$ cat src/rtl/sargantana_icache_flush_ctrl.sv
// Icache flush sequencer: blocks lookups, drains the outstanding miss, then sweeps every set with an invalidate write.
// Optional build macro ICACHE_FLUSH_STATS_EN adds the flush_count_o / flush_cycles_o statistics counters.
module sargantana_icache_flush_ctrl #(
  parameter  int unsigned ICACHE_DEPTH = 64,
  localparam int unsigned ADDR_WIDTH   = $clog2(ICACHE_DEPTH)
) (
  input  logic                  clk_i,
  input  logic                  rst_i,
  input  logic                  flush_req_i,
  input  logic                  miss_inflight_i,
  input  logic                  inval_ready_i,
  output logic                  inval_valid_o,
  output logic [ADDR_WIDTH-1:0] inval_addr_o,
  output logic                  lookup_block_o,
  output logic                  busy_o,
`ifdef ICACHE_FLUSH_STATS_EN
  output logic                  flush_ack_o,
  output logic [31:0]           flush_count_o,
  output logic [31:0]           flush_cycles_o
`else
  output logic                  flush_ack_o
`endif
);

  typedef enum logic [1:0] {
    IDLE  = 2'd0,
    DRAIN = 2'd1,
    SWEEP = 2'd2,
    DONE  = 2'd3
  } state_t;

  state_t                state_q, state_d;
  logic [ADDR_WIDTH-1:0] counter_q, counter_d;
  logic                  pending_q, pending_d;
  logic                  inval_valid_d, lookup_block_d, busy_d, flush_ack_d;
  logic                  transfer;

  assign transfer     = inval_valid_o & inval_ready_i;
  assign inval_addr_o = counter_q;

  // State, sweep index, pending request and registered outputs
  always_ff @(posedge clk_i) begin
    if (rst_i) begin
      state_q        <= IDLE;
      counter_q      <= '0;
      pending_q      <= 1'b0;
      inval_valid_o  <= 1'b0;
      lookup_block_o <= 1'b0;
      busy_o         <= 1'b0;
      flush_ack_o    <= 1'b0;
    end else begin
      state_q        <= state_d;
      counter_q      <= counter_d;
      pending_q      <= pending_d;
      inval_valid_o  <= inval_valid_d;
      lookup_block_o <= lookup_block_d;
      busy_o         <= busy_d;
      flush_ack_o    <= flush_ack_d;
    end
  end

  // Next state; outputs are decoded from the next state so they line up with it after the edge
  always_comb begin
    state_d   = state_q;
    counter_d = counter_q;
    pending_d = pending_q;

    unique case (state_q)
      IDLE: begin
        if (flush_req_i) state_d = DRAIN;
      end
      DRAIN: begin
        // Requests here are covered by the sweep that has not started yet
        if (!miss_inflight_i) state_d = SWEEP;
      end
      SWEEP: begin
        if (flush_req_i) pending_d = 1'b1;
        if (transfer) begin
          counter_d = counter_q + ADDR_WIDTH'(1);
          if (&counter_q) state_d = DONE;
        end
      end
      DONE: begin
        state_d   = (pending_q || flush_req_i) ? DRAIN : IDLE;
        pending_d = 1'b0;
      end
      default: state_d = IDLE;
    endcase

    inval_valid_d  = (state_d == SWEEP);
    lookup_block_d = (state_d != IDLE);
    busy_d         = (state_d != IDLE);
    flush_ack_d    = (state_d == DONE);
  end

`ifdef ICACHE_FLUSH_STATS_EN
  // Saturating flush statistics
  always_ff @(posedge clk_i) begin
    if (rst_i) begin
      flush_count_o  <= '0;
      flush_cycles_o <= '0;
    end else begin
      if (flush_ack_o && (flush_count_o != 32'hFFFF_FFFF))
        flush_count_o <= flush_count_o + 32'd1;
      if (busy_o && (flush_cycles_o != 32'hFFFF_FFFF))
        flush_cycles_o <= flush_cycles_o + 32'd1;
    end
  end
`endif

endmodule

$ cat config.mk
export PLATFORM = sky130hd
export DESIGN_NAME = sargantana_icache_flush_ctrl
export DESIGN_NICKNAME = d
export VERILOG_FILES = /design/src/rtl/sargantana_icache_flush_ctrl.sv
export SDC_FILE = /design/constraint.sdc
export NUM_CORES = 1
export LEC_CHECK = 0
export BUFFER_PORTS_ARGS = -buffer_cell sky130_fd_sc_hd__buf_4
export CELL_PAD_IN_SITES_DETAIL_PLACEMENT = 0
export CELL_PAD_IN_SITES_GLOBAL_PLACEMENT = 2
export CORE_MARGIN = 4
export CORE_UTILIZATION = 25
export DETAILED_ROUTE_END_ITERATION = 10
export GPL_TIMING_DRIVEN = 0
export PLACE_DENSITY = 0.77
export SLEW_MARGIN = 15
export SYNTH_ARGS = -nofsm -noshare
export SYNTH_HDL_FRONTEND = slang
export SYNTH_SLANG_ARGS = --single-unit
$ cat constraint.sdc
create_clock -name clk_i -period 1.2 [get_ports clk_i]
set_input_delay 0.12 -clock clk_i [delete_from_list [all_inputs] [get_ports clk_i]]
set_output_delay 0.12 -clock clk_i [all_outputs]
set_load 0.01 [all_outputs]
After elaboration in Yosys (flattened, before gate mapping). Index checks and enable logic that the tools add are counted.

Add/subtract/negate cells: 1. Eq/ne operators: 6. Mux-type cells: 8. Bitwise logic cells: 1. Reductions and logical operators: 7.

Operators by type and width (count): 2-bit equality test, second input constant (4); 2-bit 2-to-1 mux (4); 2-bit case mux with 4 select lines (1); 6-bit by 1-bit adder with 6-bit output, second input constant (1); 6-bit AND reduction (1); 2-bit AND reduction (2); 2-bit nonzero test (2); 2-bit by 1-bit equality test with 1-bit output, second input constant (1); 2-bit logical NOT (1); 1-bit 2-to-1 mux (2); 2-bit != test, second input constant (1); 1-bit case mux with 2 select lines (1); 1-bit AND (1); 1-bit logical OR (1).

Flip-flop bits (word level): 12. Input bits: 5. Output and inout port bits: 10. Logic and storage cells: 29.

Logic depth before layout (Yosys ltp).
Depth in word-level cells: 5. Mapped depth: 5.

Worst setup path before layout. No wires, ideal clock.

Path kind: register to register. Start: reg state_q[1]. End: reg busy_o. Arrival: 1.170 ns. Data required time: 1.105 ns. Slack: -0.065 ns. Cell stages (with the launch flop): 5. Buffers on the path: 0. Clock period less this slack: 1.265 ns. Cells stage by stage: dfxtp_1 > nor2_2 > and2_4 > or4_4 > o311ai_1.

Word-level cells in the longest chain between the ends: 4. Elaborated cells on any way between the ends: 10. Those cells by class: eq/ne: 3; mux: 5; reduce/logical: 2.

Ends and longest elaborated chain: from (decl) (RTL line 32) `state_t state_q, state_d;`; from (signal assigned) (RTL line 52) `state_q <= state_d;`; 2-bit 2-to-1 mux (RTL line 80) `if (&counter_q) state_d = DONE;`; 2-bit 2-to-1 mux (RTL line 78) `if (transfer) begin`; 2-bit case mux with 4 select lines * (RTL line 68) `unique case (state_q)`; 2-bit nonzero test * (RTL line 92) `busy_d = (state_d != IDLE);`; to (signal assigned) (RTL line 57) `busy_o <= busy_d;`; to (decl) (RTL line 15) `output logic busy_o,`.

Every way passes the cells marked *; elsewhere a longest branch is shown, timed or not. A chain may end at the register's enable or synchronous reset.

Worst setup path in the final report.
Start: reg state_q[1]. End: reg state_q[0].

Word-level cells in the longest chain between the ends: 2. Elaborated cells on any way between the ends: 5. Those cells by class: eq/ne: 3; mux: 1; reduce/logical: 1.

Ends and longest elaborated chain (RTL line): 2-bit equality test (tied with other cells) (68); 2-bit case mux with 4 select lines * (68).

Marked as above.

==> impl_metrics.ini <==
[global_route]
grt_pass1_wl_um = 1720
antenna_found_initial = 0
grt_max_degree = 11
grt_pass1_vias = 402
track_usage_pct = 8.68
overflow = 0

[clocking]
holdBufCountCts = 0
cts_sinks = 12
cts_tree = done
clock_latency_ns = 0.27
clockRootBuffer = clkbuf_4
htree_levels = 1
clockBufferDepth = 2
cts_inserted_buffers = 3
clk_pin_slew_ns = 0.08

[placement]
numPortBuffers = 13
place_inst = 97
gp_congestion = 0.674
hpwl_um = 818
pre_cts_ws_ns = -0.0256

[timing]
rsz0062_at_grt = true
min_period_ns = 1.20
hold_viol = 0
setup_violations = 2
fin_crit_sh_pct = 100
finalWorstSetupSlack_ns = -0.00437
fmaxAchievable_mhz = 830
slew_violations = 0
slew_headroom_pct = 71.5
finalClockSkew_ns = 0.00991
worst_pin_slew_ns = 0.428

[floorplan]
start_util_pct = 26.3
core-area_mm2 = 0.00196
die_x_um = 53.4
ios = 15
die_h_um = 53.4
core.rowCount = 16
dieArea_mm2 = 0.00285

[synthesis]
syn_inst = 57
synth_seq_cells = 12
ys_seq_area_share_pct = 46.6
synth_fp_nets = 63
synth.lib_cells_used.distinct = 29
netlist_area_um2 = 515
yosysWarnings = 0
postSynthAreaPerCell_um2 = 9.04

[power_and_ir_drop]
power.density_mw_per_mm2 = 1060
p_total_mw = 0.774
p_leak_nw = 0.308
peakVddDrop_uv = 359

[final_layout]
fin_nets = 84
finalNonFillerCells = 103
nFillCells = 218
final_common_cell = buf_4
diodes = 0
syn2layout_area_growth_pct = 42.0
layout_common_cells = 17 x buf_4, 7 x dfxtp_1, 6 x nor2_1
layout-drive-gt1-share_pct = 44.7

[drt]
routedWlPerCell_um = 10.8
drc = 0
ant_nets = 0
first_iter_violations = 4
routed_wl_um = 1110
m1WireLength_um = 522
vias = 459
wl_met3_um = 50
drt_pass1_iterations = 4
dr_wl_met2_um = 521
routed_via_density = 4.46
top_layer_used = met4

[run]
max_cap_violations = 0

[worst_setup_path]
required_ns = 1.37
arrival_ns = 1.38
cp_max_fo = 5
startpoint_type = flop
worstSetupEndpointType = flop
critPathKind = flop to flop
r2r_slack_ns = -0.004

[run_status]
outcome = finished with violations
violations = negative setup slack

[worst_hold_path]
min_path_type = primary input to flop
[metal layers]
| metal | GRT usage, % | vias to the layer above |
|---|---|---|
| met3 | 3.38 | 2 |
| met1 | 9.92 | 210 |
| met4 | 5.11 | 0 |
| met2 | 13.5 | 10 |
| met5 | 0 | - |
| li1 | - | 237 |
[worst max-delay path, cell delays in order (launching register included)]
cell and delay [ns]:
dfxtp_4 0.38, nor2_4 0.04, and2_4 0.13, or4_4 0.49, o31ai_1 0.07
[state kept, by name (all words and copies together), names as in the netlist]
name,flops
inval_addr_o,6
busy_o,1
pending_q,1
state_q,2
flush_ack_o,1
inval_valid_o,1
[synth_stat cells]
cell / instances / area [µm²]
dfxtp_1: 12 / 240
nor2_1: 6 / 22.5
nand2_1: 5 / 18.8
xor2_1: 4 / 35.0
a21oi_1: 3 / 15.0
nand4_1: 3 / 18.8
inv_1: 2 / 7.51
a211oi_1: 1 / 7.51
a21o_1: 1 / 7.51
and2_1: 1 / 6.26
and2_4: 1 / 8.76
and3_1: 1 / 6.26
and4b_1: 1 / 10.0
buf_2: 1 / 5.00
buf_4: 1 / 7.51
clkbuf_1: 1 / 3.75
ha_1: 1 / 12.5
nand2b_1: 1 / 6.26
nand3_1: 1 / 5.00
nor2_2: 1 / 6.26
nor2b_1: 1 / 6.26
nor3_1: 1 / 5.00
o21ai_0: 1 / 5.00
o21ai_1: 1 / 5.00
o21bai_1: 1 / 7.51
o311ai_1: 1 / 8.76
o31ai_1: 1 / 7.51
or4_4: 1 / 11.3
xnor2_1: 1 / 8.76
[timing repair]
action | in CTS | in global routing
setup endpoints to repair | 6 | 6
hold endpoints to repair | 0 | 0
pin swaps | 0 | 5
buffers inserted | 1 | 2
resized for setup | 5 | 9
[area by class of cell]
type / count / area (µm²) / share of cell area [%]
repair buffers: 16 / 120 / 16.4
flip-flops and latches: 12 / 251 / 34.4
plain buffers: 3 / 22.5 / 3.08
well taps: 27 / 33.8 / 4.62
clock buffers: 3 / 22.5 / 3.08
inverters: 2 / 7.51 / 1.03
multi-input cells: 40 / 274 / 37.4
[cells by family (layout without fill, tap and decap cells)]
| family | Yosys count | after routing | share of synthesized area (%) |
|---|---|---|---|
| AOI/OAI and AO/OA | 10 | 10 | 12.4 |
| xor gates and xnor gates | 5 | 5 | 8.49 |
| adders and majority gates | 1 | 1 | 2.43 |
| buffers and inverters | 5 | 24 | 4.61 |
| DFF | 12 | 12 | 46.6 |
| and+or+nand+nor | 24 | 24 | 25.5 |
[worst paths after layout]
| kind | end | startpoint | depth (start not counted) |
|---|---|---|---|
| max | state_q[0] | state_q[1] | 4 |
| min reg2reg | pending_q | state_q[0] | 1 |
| min | pending_q | flush_req_i | 3 |
| max reg2reg | state_q[0] | state_q[1] | 4 |
[per-stage QoR]
stage	util [%]	hold slack, ns	instance area (µm²)	setup TNS (ns)
CTS	35.1	0.194	689	0
floorplan	-	0.325	517	0
detailed placement	33.0	0.484	648	-0.0724
global placement	33.0	0.463	648	-0.0862
global route	37.3	0.210	732	-0.170
finish	37.3	0.202	732	-0.00793
[where the power goes]
group / leakage (nW) / switching, mW / total [mW] / internal [mW]
Clock: 0.0138 / 0.128 / 0.244 / 0.116
Combinational: 0.193 / 0.0431 / 0.102 / 0.0588
Sequential: 0.100 / 0.0140 / 0.428 / 0.414
Total: 0.308 / 0.185 / 0.774 / 0.588
(Power assumes the default switching activity.)
